File: config.mk
export PLATFORM = sky130hd
export DESIGN_NAME = i2c_txn_arbiter
export DESIGN_NICKNAME = d
export VERILOG_FILES = /design/src/rtl/i2c_txn_arbiter.sv
export SDC_FILE = /design/constraint.sdc
export NUM_CORES = 1
export LEC_CHECK = 0
export ABC_AREA = 1
export CORE_AREA = 2 2 108 110
export CTS_CLUSTER_SIZE = 30
export DETAILED_ROUTE_END_ITERATION = 7
export DIE_AREA = 0 0 110 112
export PLACE_DENSITY = 0.72
export SLEW_MARGIN = 20
export SYNTH_ARGS = -nofsm -noshare
export SYNTH_HDL_FRONTEND = slang
export SYNTH_SLANG_ARGS = --single-unit
File: constraint.sdc
create_clock -name i_clk -period 2.3 [get_ports i_clk]
set_clock_uncertainty 0.1 [all_clocks]
set_input_delay 0.46 -clock i_clk [delete_from_list [all_inputs] [get_ports i_clk]]
set_output_delay 0.46 -clock i_clk [all_outputs]
set_load 0.03 [all_outputs]
File: src/rtl/i2c_txn_arbiter.sv
`default_nettype none
// ============================================================================
//  Module      : i2c_txn_arbiter
//  Description : Shares the single I2C master engine of the IO-expander path
//                among NUM_REQ requesters (button poll, link-power readback,
//                port-status LED writes, optional host slow-word tunnel).
//                Each requester offers one CMD_W-bit command. The arbiter
//                grants round-robin, issues the granted command with a
//                valid/ready handshake, returns the engine response to the
//                granted requester, and aborts the engine on a timeout.
//  Revision    : 1.0 - initial release
// ----------------------------------------------------------------------------
//  Build option:
//    I2C_ARB_PRIORITY0_EN  - when defined, requester 0 has strict priority
//                            over the round-robin group 1..NUM_REQ-1.
// ----------------------------------------------------------------------------
//  Ports:
//    i_clk           system clock (sys_clk)
//    i_reset_n       asynchronous active-low reset, synchronous release
//    i_req           per-requester request level
//    i_req_cmd       packed commands, requester k at [k*CMD_W +: CMD_W]
//                    command layout {rw, dev_addr[6:0], reg[7:0], wdata[7:0]}
//    o_gnt           one-hot grant, held from grant until response
//    o_rsp_valid     one-hot single-cycle response strobe
//    o_rsp_data      read data (0 on timeout)
//    o_rsp_nack      engine reported NACK
//    o_rsp_timeout   transaction timed out
//    o_cmd_valid     command to engine valid
//    o_cmd           latched granted command
//    i_cmd_ready     engine accepts command
//    i_rsp_valid     engine response strobe
//    i_rsp_data      engine read data
//    i_rsp_nack      engine NACK flag
//    o_engine_abort  single-cycle abort to engine
//    o_busy          arbiter is not idle
// ============================================================================
module i2c_txn_arbiter #(
    parameter int NUM_REQ      = 4,
    parameter int TIMEOUT_CLKS = 60_000,
    parameter int CMD_W        = 24
) (
    input  logic                     i_clk,
    input  logic                     i_reset_n,
    input  logic [NUM_REQ-1:0]       i_req,
    input  logic [NUM_REQ*CMD_W-1:0] i_req_cmd,
    output logic [NUM_REQ-1:0]       o_gnt,
    output logic [NUM_REQ-1:0]       o_rsp_valid,
    output logic [7:0]               o_rsp_data,
    output logic                     o_rsp_nack,
    output logic                     o_rsp_timeout,
    output logic                     o_cmd_valid,
    output logic [CMD_W-1:0]         o_cmd,
    input  logic                     i_cmd_ready,
    input  logic                     i_rsp_valid,
    input  logic [7:0]               i_rsp_data,
    input  logic                     i_rsp_nack,
    output logic                     o_engine_abort,
    output logic                     o_busy
);

    localparam int PTR_W = $clog2(NUM_REQ);
    localparam int TMR_W = $clog2(TIMEOUT_CLKS + 1);

    // Last timer value before the timeout fires, and the saturation ceiling.
    localparam logic [TMR_W-1:0] c_tmr_last = TMR_W'(TIMEOUT_CLKS - 1);
    localparam logic [TMR_W-1:0] c_tmr_max  = '1;
    // One extra bit so that rr_ptr + offset never overflows before the wrap.
    localparam logic [PTR_W:0]   c_num_req  = (PTR_W + 1)'(NUM_REQ);
    localparam logic [PTR_W-1:0] c_last_idx = PTR_W'(NUM_REQ - 1);

    typedef enum logic [1:0] {
        ST_IDLE  = 2'd0,
        ST_ISSUE = 2'd1,
        ST_WAIT  = 2'd2,
        ST_DONE  = 2'd3
    } state_t;

    state_t             state_q;
    logic [PTR_W-1:0]   rr_ptr_q;
    logic [PTR_W-1:0]   gidx_q;
    logic [TMR_W-1:0]   timer_q;
    logic [TMR_W-1:0]   timer_d;

    logic [CMD_W-1:0]   w_cmd_arr [NUM_REQ];
    logic               w_sel_found;
    logic [PTR_W-1:0]   w_sel_idx;
    logic [NUM_REQ-1:0] w_sel_onehot;
    logic [PTR_W:0]     w_sum;
    logic [PTR_W-1:0]   w_cand;
    logic [PTR_W-1:0]   w_rr_next;

    // Split the packed command bus into one word per requester.
    for (genvar k = 0; k < NUM_REQ; k++) begin : g_cmd_split
        assign w_cmd_arr[k] = i_req_cmd[k*CMD_W +: CMD_W];
    end

    // ------------------------------------------------------------------
    // Requester selection: first set request searching upward from
    // rr_ptr_q, wrapping modulo NUM_REQ.
    // ------------------------------------------------------------------
    always_comb begin
        w_sel_found = 1'b0;
        w_sel_idx   = '0;
        w_sum       = '0;
        w_cand      = '0;
        for (int i = 0; i < NUM_REQ; i++) begin
            w_sum = {1'b0, rr_ptr_q} + (PTR_W + 1)'(i);
            if (w_sum >= c_num_req) begin
                w_sum = w_sum - c_num_req;
            end
            w_cand = w_sum[PTR_W-1:0];
            if (!w_sel_found && i_req[w_cand]) begin
                w_sel_found = 1'b1;
                w_sel_idx   = w_cand;
            end
        end
`ifdef I2C_ARB_PRIORITY0_EN
        // Requester 0 overrides the rotating search entirely.
        if (i_req[0]) begin
            w_sel_found = 1'b1;
            w_sel_idx   = '0;
        end
`endif
    end

    assign w_sel_onehot = NUM_REQ'(1) << w_sel_idx;

    // Round-robin pointer after the current grant: one past the winner.
    assign w_rr_next = (gidx_q == c_last_idx) ? '0 : gidx_q + 1'b1;

    // Saturating timer: holds at all-ones rather than wrapping.
    always_comb begin
        timer_d = timer_q;
        if (timer_q != c_tmr_max) begin
            timer_d = timer_q + 1'b1;
        end
    end

    assign o_busy = (state_q != ST_IDLE);

    // ------------------------------------------------------------------
    // Transaction FSM with registered outputs.
    // ------------------------------------------------------------------
    always_ff @(posedge i_clk or negedge i_reset_n) begin
        if (!i_reset_n) begin
            state_q        <= ST_IDLE;
            rr_ptr_q       <= '0;
            gidx_q         <= '0;
            timer_q        <= '0;
            o_gnt          <= '0;
            o_rsp_valid    <= '0;
            o_rsp_data     <= '0;
            o_rsp_nack     <= 1'b0;
            o_rsp_timeout  <= 1'b0;
            o_cmd_valid    <= 1'b0;
            o_cmd          <= '0;
            o_engine_abort <= 1'b0;
        end else begin
            // Strobes default low; they are raised for exactly one cycle.
            o_rsp_valid    <= '0;
            o_engine_abort <= 1'b0;

            case (state_q)
                ST_IDLE: begin
                    if (w_sel_found) begin
                        gidx_q      <= w_sel_idx;
                        o_gnt       <= w_sel_onehot;
                        o_cmd       <= w_cmd_arr[w_sel_idx];
                        o_cmd_valid <= 1'b1;
                        state_q     <= ST_ISSUE;
                    end
                end

                ST_ISSUE: begin
                    // No timeout here: the engine is trusted to become ready.
                    if (i_cmd_ready) begin
                        o_cmd_valid <= 1'b0;
                        timer_q     <= '0;
                        state_q     <= ST_WAIT;
                    end
                end

                ST_WAIT: begin
                    timer_q <= timer_d;
                    // A response arriving on the timeout cycle takes precedence.
                    if (i_rsp_valid) begin
                        o_rsp_valid   <= o_gnt;
                        o_rsp_data    <= i_rsp_data;
                        o_rsp_nack    <= i_rsp_nack;
                        o_rsp_timeout <= 1'b0;
                        state_q       <= ST_DONE;
                    end else if (timer_q >= c_tmr_last) begin
                        o_engine_abort <= 1'b1;
                        o_rsp_valid    <= o_gnt;
                        o_rsp_data     <= '0;
                        o_rsp_nack     <= 1'b0;
                        o_rsp_timeout  <= 1'b1;
                        state_q        <= ST_DONE;
                    end
                end

                ST_DONE: begin
                    o_rsp_data    <= '0;
                    o_rsp_nack    <= 1'b0;
                    o_rsp_timeout <= 1'b0;
                    o_gnt         <= '0;
`ifdef I2C_ARB_PRIORITY0_EN
                    // Grants to requester 0 leave the rotation untouched so
                    // the order among 1..NUM_REQ-1 is preserved.
                    if (gidx_q != '0) begin
                        rr_ptr_q <= w_rr_next;
                    end
`else
                    rr_ptr_q <= w_rr_next;
`endif
                    state_q <= ST_IDLE;
                end

                default: begin
                    state_q <= ST_IDLE;
                end
            endcase
        end
    end

endmodule
`default_nettype wire

==> results.py, run 1 <==
metrics = {
    "yosys": {
        "synth-seq-cells": 66,
        "synth-edff-count": 0,
        "synthFlopType": "dfrtp_1",
        "syn_nets": 766,
        "synth_area_um2": 4400,
        "yosysTopAreaCell": "dfrtp_1",
        "ys_seq_area_share_pct": 37.6,
        "yosysTopAreaCellShare_pct": 37.6,
        "avgSynthCellArea_um2": 6.81,
        "ys_types": 33,
        "async_flop_share_pct": 100,
        "synth_area_leaders": "dfrtp_1, nand2_1, nand4_1, buf_6, nand3_1",
        "netlist_instances": 646,
        "yosys_warnings": 0,
    },
    "clock_tree": {
        "cts_sinks": 66,
        "clockBufferDepth": 2,
        "htree_num_levels": 3,
        "hold_buffers": 0,
        "cts_tree": "done",
        "numCtsBuffers": 9,
        "clkTransAtPathRegs_ns": 0.05,
        "root_buffer": "clkbuf_16",
        "worstSkewPairLatency_ns": 0.33,
    },
    "route": {
        "first_pass_iters": 5,
        "viasPerCell": 5.13,
        "remaining_drc_errors": 0,
        "postRouteAntennaNets": 0,
        "vias": 4887,
        "wl_per_cell_um": 14.6,
        "routed_wl_um": 13900,
        "drt-initial-drc-count": 413,
    },
    "worst_setup_path": {
        "critPathArrivalTime_ns": 1.64,
        "crit_path_end_kind": "primary output",
        "slowest_delay_ns": 0.43,
        "r2r-start": "rr_ptr_q[0]$_DFFE_PN0P_",
        "path_class": "flop to primary output",
        "cp_common_cell": "inv_1",
        "path_max_fanout": 4,
        "cpMaxStageDelayCell": "dlygate4sd2_1",
        "r2r_slack_ns": 0.17,
        "r2r_end": "o_cmd[13]$_DFFE_PN0P_",
        "start_kind": "flop",
        "path_cells": "inv_1 -> ha_1 -> inv_1 -> dlygate4sd2_1",
        "crit_required_ns": 1.74,
        "r2r_cells": 14,
    },
    "run": {
        "cap_violations": 0,
    },
    "pwr": {
        "ir_worst_vdd_v": 0.000900,
        "p_per_area_nw_per_um2": 1560,
        "p_leak_nw": 3.23,
    },
    "finish": {
        "instances_no_fill": 953,
        "final_common_cell": "nand2_1",
        "syn_to_final_growth_pct": 48.1,
        "fin_util_pct": 58.3,
        "nets": 925,
        "nFillCells": 1023,
        "diodes": 0,
        "final_area_um2": 6510,
        "layout_common_cells": "nand2_1, clkdlybuf4s50_1, dfrtp_1, nand4_1, inv_1",
        "layout-drive-gt1-share_pct": 8.40,
    },
    "timing": {
        "final.min_clock_period_ns": 2.20,
        "fmax_mhz": 455,
        "relSlewSlack_pct": 51.8,
        "worstMarginPinSlew_ns": 0.724,
        "final_max_slew_viol_count": 0,
        "hold_viol": 0,
        "rsz0062_at_grt": "no",
        "tns_ns": 0,
        "fin_hold_ws_ns": 0.0902,
        "timing.final.crit_share_pct": 95.5,
        "finalSetupViolCount": 0,
    },
    "min_path": {
        "hp-class": "input pin to asynchronous set/reset pin",
    },
    "floorplanning": {
        "io_pins": 158,
        "die-area_um2": 12300,
        "die_y_um": 112,
        "initial_core_util_pct": 39.4,
        "coreArea_um2": 11200,
        "die_w_um": 110,
        "fp-row-count": 39,
    },
    "place": {
        "place_congestion": 0.902,
        "dp_hpwl_um": 10000,
        "port_buffers": 157,
        "place_inst": 935,
        "dpl_cell_area_um2": 6150,
    },
    "global_route": {
        "grt-ovfl-total": 0,
        "groute.usage.overall_pct": 22.1,
        "antenna_found_initial": 0,
        "grt_max_degree": 49,
        "grt_first_pass_wirelength_um": 21800,
        "grt_pass1_vias": 4663,
    },
    "outcome": {
        "status": "finished, final reports clean",
    },
}
-- stage by stage --
step                      power [mW]  setup slack [ns]
final                           10.2             0.104
after global placement          8.49            -0.155
after global routing            11.0           0.00668
after floorplan                 6.63             0.324
after CTS                       10.0            0.0634
after detailed placement        8.58            -0.200
-- synth_stat cells (6+ instances only) --
master,count
xor2_1,6
inv_1,33
nor3_1,10
buf_2,11
nor2_1,22
dfrtp_1,66
nand2_1,329
nand3_1,25
buf_6,12
a21oi_1,9
ha_1,7
nand4_1,59
o21ai_0,14
buf_4,7
-- where the power goes --
| group | switching [mW] | internal (mW) | total [mW] |
|---|---|---|---|
| clock network | 0.489 | 0.891 | 1.38 |
| logic | 4.34 | 2.65 | 6.99 |
| registers | 0.256 | 1.56 | 1.81 |
-- layout make-up --
cell class / instances / area, um2 / share of cell area [%]
multi-input combinational: 505 / 2350 / 36.1
timing repair buffer: 184 / 1870 / 28.8
sequential: 66 / 1650 / 25.4
clock buffer: 11 / 253 / 3.88
tap: 143 / 179 / 2.75
inverter: 39 / 151 / 2.32
clock inverter: 5 / 52.6 / 0.807
-- cells by family (layout without fill, tap and decap cells) --
group,Yosys count,in the layout,synth area share [%]
xor gates and xnor gates,7,7,1.39
buffers and inverters,75,239,9.44
AOI/OAI and AO/OA,35,35,4.69
adders and majority gates,7,7,1.99
and+or+nand+nor,456,456,44.9
DFF,66,66,37.6
-- what timing repair did --
item | CTS | global route
setup buffers | 0 | 1
pin swaps | 0 | 2
gates cloned | 0 | 1
gates resized for setup | 1 | 8
setup endpoints to repair | 1 | 33
-- layer usage --
layer  vias to the layer above  wire length, um  global-route usage [%]  part of all wire [%]
met5                         -                0                       0                     0
met4                         0              367                    7.34                   2.6
met3                        35             1290                    5.85                   9.3
met2                       198             6570                    37.6                    47
met1                      2241             5690                    26.9                    41
li1                       2413                -                       -                     -
-- how the worst max path moves through the flow --
stage	slack (ns)	to	startpoint
2_1_floorplan	0.32	timer_q[12]$_DFFE_PN0P_	state_q[0]$_DFFE_PN0P_
3_3_place_gp	-0.16	o_cmd[13]$_DFFE_PN0P_	i_req[1]
3_5_place_dp	-0.20	o_cmd[13]$_DFFE_PN0P_	i_req[1]
4_1_cts	0.06	o_cmd[13]$_DFFE_PN0P_	rr_ptr_q[0]$_DFFE_PN0P_
5_1_grt	0.007	o_busy	state_q[0]$_DFFE_PN0P_
6_report	0.10	o_busy	state_q[0]$_DFFE_PN0P_
-- flip-flops by register name (all words and copies together), names as in the netlist --
name            flops
o_cmd              24
timer_q            16
o_rsp_data          8
o_gnt               4
o_rsp_valid         4
gidx_q              2
rr_ptr_q            2
state_q             2
o_cmd_valid         1
o_engine_abort      1
o_rsp_nack          1
o_rsp_timeout       1
-- worst max-delay path, delay by kind of cell, from the launching register on --
| kind | cells | cell delay, ns |
|---|---|---|
| buffers and inverters | 3 | 0.65 |
| DFF | 1 | 0.39 |
| adders and majority gates | 1 | 0.27 |
No activity file was read; power rests on OpenSTA's default activity.
==> inputs of run 2 (changes only) <==
--- a/config.mk
+++ b/config.mk
@@ -13,2 +13,3 @@
 export PLACE_DENSITY = 0.72
+export RECOVER_POWER = 50
 export SLEW_MARGIN = 20
--- a/constraint.sdc
+++ b/constraint.sdc
@@ -4,2 +4,2 @@
 set_output_delay 0.46 -clock i_clk [all_outputs]
-set_load 0.03 [all_outputs]
+set_load 0.05 [all_outputs]
==> results.py, run 2 (same netlist as run 1, synthesis figures left out) <==
metrics = {
    "worst_setup_path": {
        "crit_buf_inv": 3,
        "critPathArrivalTime_ns": 2.30,
        "r2r_slack_ns": 0.12,
        "cpMaxStageDelayCell": "clkdlybuf4s50_1",
        "start_kind": "input pin",
        "crit_family": "simple AND/OR/NAND/NOR gates",
        "r2r-start": "rr_ptr_q[0]$_DFFE_PN0P_",
        "r2r_end": "o_cmd[13]$_DFFE_PN0P_",
        "path_cells": "clkdlybuf4s50_1 -> inv_1 -> nand2_1 -> nand2_1 -> nand2_1 -> nand2_1 -> nand2_2 -> nand2_1 -> nand2_2 -> nand3_4 -> buf_12 -> nand2_1 -> nand2_2 -> nand2_1 -> nand2_1 -> nand2_1 -> nand2_1",
        "slowest_delay_ns": 0.48,
        "path_class": "input pin to flop",
        "cp_common_cell": "nand2_1",
        "crit_required_ns": 2.41,
        "r2r_cells": 15,
        "crit_path_end_kind": "flop",
        "path_max_fanout": 7,
    },
    "floorplanning": {
        "initial_core_util_pct": 39.4,
        "die_w_um": 110,
        "die_y_um": 112,
        "fp-row-count": 39,
        "die-area_um2": 12300,
        "coreArea_um2": 11200,
        "io_pins": 158,
    },
    "clock_tree": {
        "worstSkewPairLatency_ns": 0.32,
        "postCtsSetupBuffers": 0,
        "clkTransAtPathRegs_ns": 0.05,
        "clockBufferDepth": 2,
        "root_buffer": "clkbuf_16",
        "htree_num_levels": 3,
        "cts_tree": "done",
        "numCtsBuffers": 9,
        "cts_sinks": 66,
    },
    "timing": {
        "finalSetupViolCount": 0,
        "timing.final.crit_share_pct": 95.3,
        "relSlewSlack_pct": -18.3,
        "fin_ws_ns": 0.109,
        "fin_hold_ws_ns": 0.377,
        "tns_ns": 0,
        "final_max_slew_viol_count": 27,
        "hold_viol": 0,
        "final.min_clock_period_ns": 2.19,
        "fmax_mhz": 456,
        "worstMarginPinSlew_ns": 1.78,
    },
    "min_path": {
        "hp-class": "flop to flop",
        "hp-start": "o_cmd[15]$_DFFE_PN0P_",
        "worstHoldPathCells": 2,
        "holdPathEnd": "o_cmd[15]$_DFFE_PN0P_",
    },
    "finish": {
        "fin_util_pct": 57.9,
        "largest_reg_flops": 24,
        "nets": 924,
        "layout_common_cells": "nand2_1, clkdlybuf4s50_1, dfrtp_1, nand4_1, inv_1",
        "top_regs": "o_cmd (24), timer_q (16), o_rsp_data (8)",
        "diodes": 0,
        "regMostFlops": "o_cmd",
        "syn_to_final_growth_pct": 47.2,
        "layout-drive-gt1-share_pct": 7.70,
        "final_common_cell": "nand2_1",
    },
    "place": {
        "port_buffers": 157,
        "pre_cts_ws_ns": -0.215,
        "place_congestion": 0.909,
        "dp_hpwl_um": 10200,
    },
    "route": {
        "first_pass_iters": 8,
        "remaining_drc_errors": 0,
        "routed_wl_um": 14300,
        "wl_per_cell_um": 15.1,
        "drt-initial-drc-count": 289,
        "vias": 4871,
        "postRouteAntennaNets": 0,
        "viasPerCell": 5.14,
    },
    "global_route": {
        "grt_first_pass_wirelength_um": 21600,
        "grt-ovfl-total": 0,
        "groute.usage.overall_pct": 22.0,
        "antenna_found_initial": 0,
        "grt_pass1_vias": 4696,
        "grt_max_degree": 49,
    },
    "pwr": {
        "power_mw": 10.6,
        "p_leak_nw": 3.23,
        "p_per_area_nw_per_um2": 1640,
        "ir_worst_vdd_v": 0.000959,
    },
    "outcome": {
        "status": "complete, but fails checks",
        "violations": "max-capacitance violations, max-slew violations",
    },
    "run": {
        "cap_violations": 1,
    },
}
## run 2: worst min-delay path: stages (launching register included)
cell and delay [ns]:
dfrtp_1 0.34, nand2_1 0.05, nand2_1 0.05
## run 2: worst max path at each step
| stage | to | startpoint | depth (start not counted) | slack, ns |
|---|---|---|---|---|
| after floorplan | timer_q[12]$_DFFE_PN0P_ | state_q[0]$_DFFE_PN0P_ | 11 | 0.32 |
| after detailed placement | o_cmd[13]$_DFFE_PN0P_ | i_req[3] | 15 | -0.22 |
| final | o_cmd[13]$_DFFE_PN0P_ | i_req[3] | 17 | 0.11 |
| after CTS | o_cmd[13]$_DFFE_PN0P_ | rr_ptr_q[0]$_DFFE_PN0P_ | 15 | 0.02 |
| after global placement | o_cmd[13]$_DFFE_PN0P_ | i_req[1] | 15 | -0.15 |
| after global routing | o_cmd[13]$_DFFE_PN0P_ | rr_ptr_q[0]$_DFFE_PN0P_ | 15 | -0.02 |
## run 2: what timing repair did
action                                 CTS  global route
hold buffers                             0             0
resized for setup                        0            12
setup endpoints to repair                0            34
endpoints found under the hold margin    0             0
## run 2: routing by layer
layer / track usage (%) / wire length (um)
met2: 40.3 / 7050
met4: 5.57 / 177
met5: 0 / 0
met1: 25.0 / 5690
met3: 5.80 / 1400
## run 2: cell type report
| cell class | count | area, um2 |
|---|---|---|
| clock buffers | 12 | 267 |
| fillers | 1041 | 4700 |
| inverters | 39 | 151 |
| multi-input cells | 505 | 2360 |
| flip-flops and latches | 66 | 1650 |
| well taps | 143 | 179 |
| repair buffers | 183 | 1870 |
## run 2: where the power goes
group          switching, mW  total, mW  internal [mW]
sequential             0.259       1.82           1.56
clock                  0.449       1.24          0.793
combinational           4.87       7.55           2.68
total                   5.58       10.6           5.03
## run 2: stage by stage
stage               instance area, um2  cells
floorplan                         4400    646
global placement                  6140    934
detailed placement                6140    934
CTS                               6410    946
global route                      6470    948
finish                            6470    948
==> inputs of run 3 (changes only) <==
clock period = 2.6 ns   (was 2.3 ns; I/O delays follow)
==> results.py, run 3 (same netlist as run 1, synthesis figures left out) <==
metrics = {
    "place": {
        "dpl_cell_area_um2": 6060,
        "place_congestion": 0.910,
        "pre_cts_ws_ns": -0.0514,
        "place_inst": 925,
        "dp_hpwl_um": 10100,
        "port_buffers": 157,
    },
    "route": {
        "viasPerCell": 5.12,
        "vias": 4820,
        "remaining_drc_errors": 0,
        "routed_wl_um": 13700,
        "wl_per_cell_um": 14.5,
        "postRouteAntennaNets": 0,
        "first_pass_iters": 5,
        "drt-initial-drc-count": 275,
    },
    "pwr": {
        "clockPowerShare_pct": 14.1,
        "swShare_pct": 52.9,
        "ir_worst_vdd_v": 0.000848,
        "switchingPower_mw": 4.83,
        "pwr-share-comb_pct": 68.4,
        "seqPwrFrac_pct": 17.5,
        "intPower_mw": 4.31,
        "p_leak_nw": 3.15,
        "power_mw": 9.14,
        "p_per_area_nw_per_um2": 1440,
    },
    "global_route": {
        "use_met2_pct": 38.8,
        "grt_max_degree": 49,
        "antenna_found_initial": 0,
        "grt_use_met3_pct": 5.50,
        "gr-usage-met1_pct": 26.2,
        "groute.usage.overall_pct": 22.1,
        "grt_pass1_vias": 4716,
        "grt_first_pass_wirelength_um": 21800,
        "grt-ovfl-total": 0,
        "grt-busiest-layer": "met2",
    },
    "clock_tree": {
        "numCtsBuffers": 9,
        "worstSkewPairLatency_ns": 0.33,
        "root_buffer": "clkbuf_16",
        "postCtsSetupBuffers": 0,
        "clkTransAtPathRegs_ns": 0.05,
        "cts_tree": "done",
        "htree_num_levels": 3,
        "clockBufferDepth": 2,
        "post_cts_resized": 0,
        "hold_buffers": 0,
        "cts_sinks": 66,
    },
    "finish": {
        "final_common_cell": "nand2_1",
        "top_regs": "o_cmd (24), timer_q (16), o_rsp_data (8)",
        "fin_util_pct": 56.8,
        "diodes": 0,
        "nFillCells": 1033,
        "layout-drive-gt1-share_pct": 5.51,
        "multi_input_area_um2": 2330,
        "layout_common_cells": "nand2_1, clkdlybuf4s50_1, dfrtp_1, nand4_1, inv_1",
        "ff_latch_area_um2": 1650,
        "largest_reg_flops": 24,
        "regMostFlops": "o_cmd",
        "final_area_um2": 6350,
        "nets": 913,
        "syn_to_final_growth_pct": 44.4,
        "instances_no_fill": 941,
    },
    "min_path": {
        "hp-class": "input pin to asynchronous set/reset pin",
    },
    "worst_setup_path": {
        "path_max_fanout": 25,
        "r2r-start": "rr_ptr_q[0]$_DFFE_PN0P_",
        "path_class": "flop to flop",
        "critPathArrivalTime_ns": 2.46,
        "crit_family": "simple AND/OR/NAND/NOR gates",
        "path_cells": "inv_2 -> nand2_1 -> nand3_1 -> nand2_1 -> inv_1 -> nand3_4 -> nand2_2 -> inv_2 -> nand2_1 -> o22ai_1",
        "r2r_cells": 10,
        "r2r_end": "o_gnt[0]$_DFFE_PN0P_",
        "r2r_slack_ns": 0.27,
        "crit_required_ns": 2.74,
        "cp_common_cell": "nand2_1",
        "cpMaxStageDelayCell": "dfrtp_1",
        "crit_buf_inv": 3,
        "start_kind": "flop",
        "crit_path_end_kind": "flop",
        "slowest_delay_ns": 0.55,
    },
    "timing": {
        "hold_viol": 0,
        "finalSetupViolCount": 0,
        "final_max_slew_viol_count": 0,
        "relSlewSlack_pct": 32.3,
        "fmax_mhz": 430,
        "rsz0062_at_grt": "no",
        "final.min_clock_period_ns": 2.33,
        "timing.final.crit_share_pct": 89.5,
        "fin_ws_ns": 0.273,
        "worstMarginPinSlew_ns": 1.02,
    },
    "floorplanning": {
        "io_pins": 158,
        "die-area_um2": 12300,
        "die_w_um": 110,
        "initial_core_util_pct": 39.4,
        "coreArea_um2": 11200,
        "fp-row-count": 39,
        "die_y_um": 112,
    },
    "outcome": {
        "status": "finished, final reports clean",
    },
    "run": {
        "cap_violations": 0,
    },
}
-- run 3: cell types whose count changed in the layout (fill, tap and decap cells not counted), sizes merged, moves of 2 or more --
cell / delta
bufinv: +2
clkdlybuf4s50: +6
clkbuf: -3
buf: -9
dlygate4sd3: -5
clkinv: +2
-- run 3: worst max-delay path by stage --
stage,endpoint,cells past startpoint,slack [ns],startpoint
after global placement,o_cmd[13]$_DFFE_PN0P_,15,0.05,i_req[1]
final,o_gnt[0]$_DFFE_PN0P_,10,0.27,rr_ptr_q[0]$_DFFE_PN0P_
after global routing,timer_q[2]$_DFFE_PN0P_,11,0.06,timer_q[0]$_DFFE_PN0P_
after floorplan,timer_q[12]$_DFFE_PN0P_,11,0.62,state_q[0]$_DFFE_PN0P_
after detailed placement,o_gnt[3]$_DFFE_PN0P_,11,-0.05,i_req[3]
after CTS,o_gnt[0]$_DFFE_PN0P_,11,0.27,i_req[3]
-- run 3: final cells by class --
cell class	instances	share of cell area, %
Inverter	39	2.34
Clock inverter	5	1.22
Multi-Input combinational cell	505	36.7
Clock buffer	11	3.82
Timing Repair Buffer	172	27.1
Tap cell	143	2.82
Sequential cell	66	26.0
-- run 3: power by group through the flow --
stage / registers, mW / clock network, mW / logic [mW]
2_1_floorplan: 2.45 / 0 / 3.81
4_1_cts: 1.60 / 1.32 / 6.32
5_1_grt: 1.65 / 1.37 / 6.95
6_report: 1.60 / 1.29 / 6.25
3_5_place_dp: 1.61 / 0 / 6.30
3_3_place_gp: 1.60 / 0 / 6.20
-- run 3: routing by layer --
metal	vias up	share of wire, %
li1	2395	-
met1	2225	42
met2	180	47
met3	20	9.0
met4	0	1.8
met5	-	0
-- run 3: per-stage QoR --
step	hold slack, ns	setup TNS, ns
after floorplan	0.124	0
after global placement	0.356	0
after detailed placement	0.365	-0.209
after CTS	0.0169	0
after global routing	0.244	0
final	0.178	0
